--- src/rtl/cnt_seg_scan.sv ---
// Two-digit multiplexed 7-segment driver for a 0-15 count.
// Scans units then tens, with blanking gaps between digits and a latched per-frame value.
module cnt_seg_scan #(
  parameter int unsigned SCAN_DIV  = 4,
  parameter int unsigned BLANK_CYC = 1
) (
  input  logic       sys_clk,
  input  logic       sys_rst_n,
  input  logic [3:0] cnt_in,
  input  logic       cnt_vld,
  output logic [7:0] seg,
  output logic [1:0] sel,
  output logic       wrap_pulse
);

  localparam int unsigned MAX_CYC = (SCAN_DIV > BLANK_CYC) ? SCAN_DIV : BLANK_CYC;
  localparam int unsigned TMR_W   = (MAX_CYC > 1) ? $clog2(MAX_CYC) : 1;

  localparam logic [TMR_W-1:0] DIG_LAST   = TMR_W'(SCAN_DIV - 1);
  localparam logic [TMR_W-1:0] BLANK_LAST = TMR_W'(BLANK_CYC - 1);

  typedef enum logic [1:0] {
    S_DIG0   = 2'd0,
    S_BLANK0 = 2'd1,
    S_DIG1   = 2'd2,
    S_BLANK1 = 2'd3
  } state_e;

  state_e           state_q, state_d;
  logic [TMR_W-1:0] timer_q, timer_d;
  logic [3:0]       samp_q, samp_d;
  logic [3:0]       frame_q, frame_d;
  logic [7:0]       seg_q, seg_d;
  logic [1:0]       sel_q, sel_d;
  logic             wrap_q, wrap_d;
  logic [3:0]       units_d;
  logic             tens_d;

  // Active-low segment pattern for a decimal digit, dp always off
  function automatic logic [7:0] seg_code(input logic [3:0] d);
    case (d)
      4'd0:    seg_code = 8'hC0;
      4'd1:    seg_code = 8'hF9;
      4'd2:    seg_code = 8'hA4;
      4'd3:    seg_code = 8'hB0;
      4'd4:    seg_code = 8'h99;
      4'd5:    seg_code = 8'h92;
      4'd6:    seg_code = 8'h82;
      4'd7:    seg_code = 8'hF8;
      4'd8:    seg_code = 8'h80;
      4'd9:    seg_code = 8'h90;
      default: seg_code = 8'hFF;
    endcase
  endfunction

  // Next state, sample/frame capture, and outputs for the upcoming state
  always_comb begin
    state_d = state_q;
    timer_d = timer_q + TMR_W'(1);
    samp_d  = samp_q;
    frame_d = frame_q;
    wrap_d  = 1'b0;
    seg_d   = 8'hFF;
    sel_d   = 2'b11;

    if (cnt_vld) begin
      samp_d = cnt_in;
      wrap_d = (cnt_in < samp_q);
    end

    case (state_q)
      S_DIG0: if (timer_q == DIG_LAST) begin
        state_d = S_BLANK0;
        timer_d = '0;
      end
      S_BLANK0: if (timer_q == BLANK_LAST) begin
        state_d = S_DIG1;
        timer_d = '0;
      end
      S_DIG1: if (timer_q == DIG_LAST) begin
        state_d = S_BLANK1;
        timer_d = '0;
      end
      S_BLANK1: if (timer_q == BLANK_LAST) begin
        state_d = S_DIG0;
        timer_d = '0;
        frame_d = samp_q;
      end
      default: begin
        state_d = S_BLANK1;
        timer_d = '0;
      end
    endcase

    tens_d  = (frame_d >= 4'd10);
    units_d = tens_d ? (frame_d - 4'd10) : frame_d;

    // Outputs track the state being entered so digit and select switch together
    case (state_d)
      S_DIG0: begin
        sel_d = 2'b10;
        seg_d = seg_code(units_d);
      end
      S_DIG1: begin
        sel_d = 2'b01;
        seg_d = tens_d ? seg_code(4'd1) : 8'hFF;
      end
      default: begin
        sel_d = 2'b11;
        seg_d = 8'hFF;
      end
    endcase
  end

  always_ff @(posedge sys_clk or negedge sys_rst_n) begin
    if (!sys_rst_n) begin
      state_q <= S_BLANK1;
      timer_q <= '0;
      samp_q  <= '0;
      frame_q <= '0;
      seg_q   <= 8'hFF;
      sel_q   <= 2'b11;
      wrap_q  <= 1'b0;
    end else begin
      state_q <= state_d;
      timer_q <= timer_d;
      samp_q  <= samp_d;
      frame_q <= frame_d;
      seg_q   <= seg_d;
      sel_q   <= sel_d;
      wrap_q  <= wrap_d;
    end
  end

  assign seg        = seg_q;
  assign sel        = sel_q;
  assign wrap_pulse = wrap_q;

endmodule

--- config.mk ---
export PLATFORM = sky130hd
export DESIGN_NAME = cnt_seg_scan
export DESIGN_NICKNAME = d
export VERILOG_FILES = /design/src/rtl/cnt_seg_scan.sv
export SDC_FILE = /design/constraint.sdc
export NUM_CORES = 1
export LEC_CHECK = 0
export BUFFER_PORTS_ARGS = -buffer_cell sky130_fd_sc_hd__buf_2
export CAP_MARGIN = 20
export CORE_MARGIN = 4
export CORE_UTILIZATION = 45
export CTS_BUF_LIST = sky130_fd_sc_hd__clkbuf_16
export DETAILED_ROUTE_END_ITERATION = 10
export PLACE_DENSITY = 0.78
export SLEW_MARGIN = 5
export SYNTH_ARGS = -nofsm -noshare
export SYNTH_HDL_FRONTEND = slang
export SYNTH_SLANG_ARGS = --single-unit
--- constraint.sdc ---
create_clock -name sys_clk -period 2.65 [get_ports sys_clk]
set_clock_uncertainty 0.05 [all_clocks]
set_input_delay 0.265 -clock sys_clk [delete_from_list [all_inputs] [get_ports sys_clk]]
set_output_delay 0.265 -clock sys_clk [all_outputs]
set_load 0.05 [all_outputs]
==> metrics.md <==
| Metric | Value |
|---|---|
| Synthesized instance count | 103 |
| GRT Util Overall | between 10% and 20% |
| Vias in the first global route | 769 |
| Final Wtd Congestion | 0.836 |
| Largest net degree at the start of global routing | 23 |
| Vias per cell | 5.30 |
| #FFs+latches synth | 22 |
| Compound-Gate Fraction of Synth Area | 15.9% |
| RSZ-0062 raised after global routing | no |
| Adder-cell share of the synthesized area | between 10% and 20% |
| Most used DFF post-synth | dfstp_2 |
| Die area | 3440 sq um |
| Grt total ovfl | 0 |
| CP startpoint kind | register |
| Initial antenna violation count | 0 |
| Setup crit end kind | register |
| Syn avg cell area | about 11 sq um |
| Multi-input logic area | between 500 and 600 sq um |
| Port buffer count | 16 |
| Setup TNS | 0 ns |
| Total power | 0.799 mW |
| First-pass GRT wire length | 3.54 mm |
| Nets | about 140 |
| Reg-to-reg slack, setup | 0.27 ns |
| R2R Path Start | timer_q[0] |
| Drt first pass iters | 4 |
| Num CTS Buffers | 3 |
| Yosys warns | 0 |
| Worst reg2reg path endpoint | seg[3] |
| IO Count | 18 |
| Post-route ant nets | 0 |
| Final wirelength | between 2 and 2.5 mm |
| Final Cycle Share | 89.9% |
| Hold depth | 3 |
| Total clock sinks | 22 |
| Cell family with most CP delay | compound AO/OA/AOI/OAI gates |
| Sequential fraction of the synthesis area | 48.8% |
| Number of synthesized flops with an enable pin | 0 |
| Bufs and invs on worst path | 2 |
| Root Buffer | clkbuf_16 |
| Die width | 58.7 um |
| Worst-path clk slew | 0.06 ns |
| Area grow syn2layout | 17.9% |
| Initial core utilization | 47.1% |
| Reported max-cap violation count | 0 |
| CORE AREA | 2450 sq um |
| Synth Area in Simple Gates | 10.8% |
| DR iter-0 viols | 25 |
| Fill count | 210 |
| Outcome | finished, final reports clean |
| Cell area after synthesis | 1160 sq um |
| Setup Crit Path Kind | register to register |
| CP dominant cell by count | ha_1 |
| CP max stage cell | dfrtp_1 |
| HPWL after DPL | around 1.5 mm |
| Fmax | 420 MHz |
| CP Cell Sequence | inv_1, ha_1, nand3_2, mux2i_4, inv_2, o21ai_0, ha_1, o22ai_1, a22oi_1 |
| Post-Synth XOR/XNOR Area | 1.52% |
| Drt drc | 0 |
| Largest family of logic cells by synthesized area | compound AO/OA/AOI/OAI gates |
| Largest stage delay on the critical path | 0.38 ns |
| Worst path required time | 2.76 ns |
| Layout cell share with drive strength beyond 1 | 35.5% |
| Leakage | between 0.6 and 0.7 nW |
| Antenna Cells | 0 |
| Routed vias | 816 |
| Ys async rst share | 100% |
| Max clock buf depth | 2 |
| Min Tclk post-route | 2.38 ns |
| Post-Synthesis Net Count | between 100 and 150 |
| Yosys cell types | 37 |
| Die H | approximately 60 um |
| Finish-stage setup viols | 0 |
| Mux cell area share after synthesis | 7.58% |
| Final hold violations | 0 |
| Hold WC Path Type | primary input to register |
| Register Area | 564 sq um |
| Max VDD drop | roughly 0.54 mV |
| CTS tree | done |
| Fin cells | about 150 |
| Fin Hold WS | 0.185 ns |
| Worst hold start | cnt_in[3] |
| Power per standard cell area | 587 nW/um^2 |
| Hold EP | samp_q[3] |
| Rows | 18 |
| Worst Path Arrival | 2.50 ns |
| Worst skew pair latency | 0.25 ns |
| Placed Cells | about 150 |
| Critical path depth | 9 |
| Setup bufs post-CTS | 0 |
| DR WL/cell | 13.4 um |
| CP Max Fanout | 8 |
| Util after Layout | 55.5% |
| Max-slew violation count | 0 |
| Reg2Reg Depth | 9 |
| Htree depth | 1 |
## state kept, by name, indices dropped and copies added (netlist names)
signal / cells
seg: 7
frame_q: 4
samp_q: 4
sel: 2
state_q: 2
timer_q: 2
wrap_pulse: 1
## placed cells by master (no fill, tap or decap), drive strengths merged, types with 3 or more instances in the layout
master,Yosys,final
buf,1,17
dfrtp,11,11
dfstp,11,11
inv,11,11
ha,10,10
o21ai,9,9
nor2,6,6
nand2,6,6
a21oi,4,4
mux2i,4,4
a31oi,3,3
clkbuf,0,3
nand3,3,3
## power by group
| group | switching [mW] | total [mW] | internal (mW) |
|---|---|---|---|
| Sequential | 0.00912 | 0.362 | 0.352 |
| Combinational | 0.0729 | 0.123 | 0.0504 |
| Clock | 0.114 | 0.315 | 0.201 |
| Total | 0.196 | 0.799 | 0.604 |
## repair_timing
action,4_1_cts,5_1_grt
hold buffers,1,0
endpoints found under the hold margin,11,0
resized for setup,0,0
## worst register-to-register path: stages (launching register included)
cell	delay, ns
dfrtp_1	0.38
inv_1	0.13
ha_1	0.23
nand3_2	0.12
mux2i_4	0.29
inv_2	0.13
o21ai_0	0.32
ha_1	0.33
o22ai_1	0.19
a22oi_1	0.11
## synthesized netlist by cell type (2+ instances only)
cell      count  area (sq um)
a21o_1        2          15.0
a21oi_1       3          15.0
a31oi_1       3          18.8
dfrtp_1      11           275
dfstp_2      11           289
ha_1         10           125
inv_1         8          30.0
inv_2         3          11.3
mux2_2        2          22.5
mux2i_1       2          20.0
mux2i_4       2          45.0
nand2_1       5          18.8
nand2b_1      2          12.5
nand3_2       2          20.0
nor2_1        6          22.5
o21ai_0       7          35.0
o21ai_1       2          10.0
o22ai_1       2          12.5
xnor2_1       2          17.5
## cells by family after synthesis
| logic type | after synthesis |
|---|---|
| other cells | 1 |
| xor+xnor | 2 |
| flops | 22 |
| mux | 6 |
| fa+ha+maj | 10 |
| buf+inv | 12 |
| compound gates | 27 |
| simple gates | 23 |
## worst max path at each step
stage,from,endpoint,slack (ns)
4_1_cts,timer_q[0],seg[3],0.27
2_1_floorplan,timer_q[0],seg[2],0.46
6_report,timer_q[0],seg[3],0.27
3_5_place_dp,timer_q[0],seg[3],0.31
3_3_place_gp,timer_q[0],seg[3],0.39
5_1_grt,timer_q[0],seg[3],0.07
## stage by stage
stage | instance area, sq um | setup WS, ns
floorplan | 1160 | 0.462
global placement | 1270 | 0.385
detailed placement | 1270 | 0.308
CTS | 1360 | 0.272
global route | 1360 | 0.0717
finish | 1360 | 0.268
## area by class of cell
class                      count  share of cell area [%]
tap                           30                    2.75
sequential                    22                    41.4
multi-input combinational     69                    39.9
clock inverter                 1                   0.275
clock buffer                   3                    5.51
inverter                      11                    3.03
timing repair buffer          18                    7.16
## metal layers
metal	vias up	GRT usage (%)	wire length [um]
met2	25	21.7	1010
li1	400	-	-
met5	-	0	0
met3	2	5.26	149
met4	0	6.80	25
met1	389	18.1	887
Note: power is estimated with default switching activity, not from simulation.
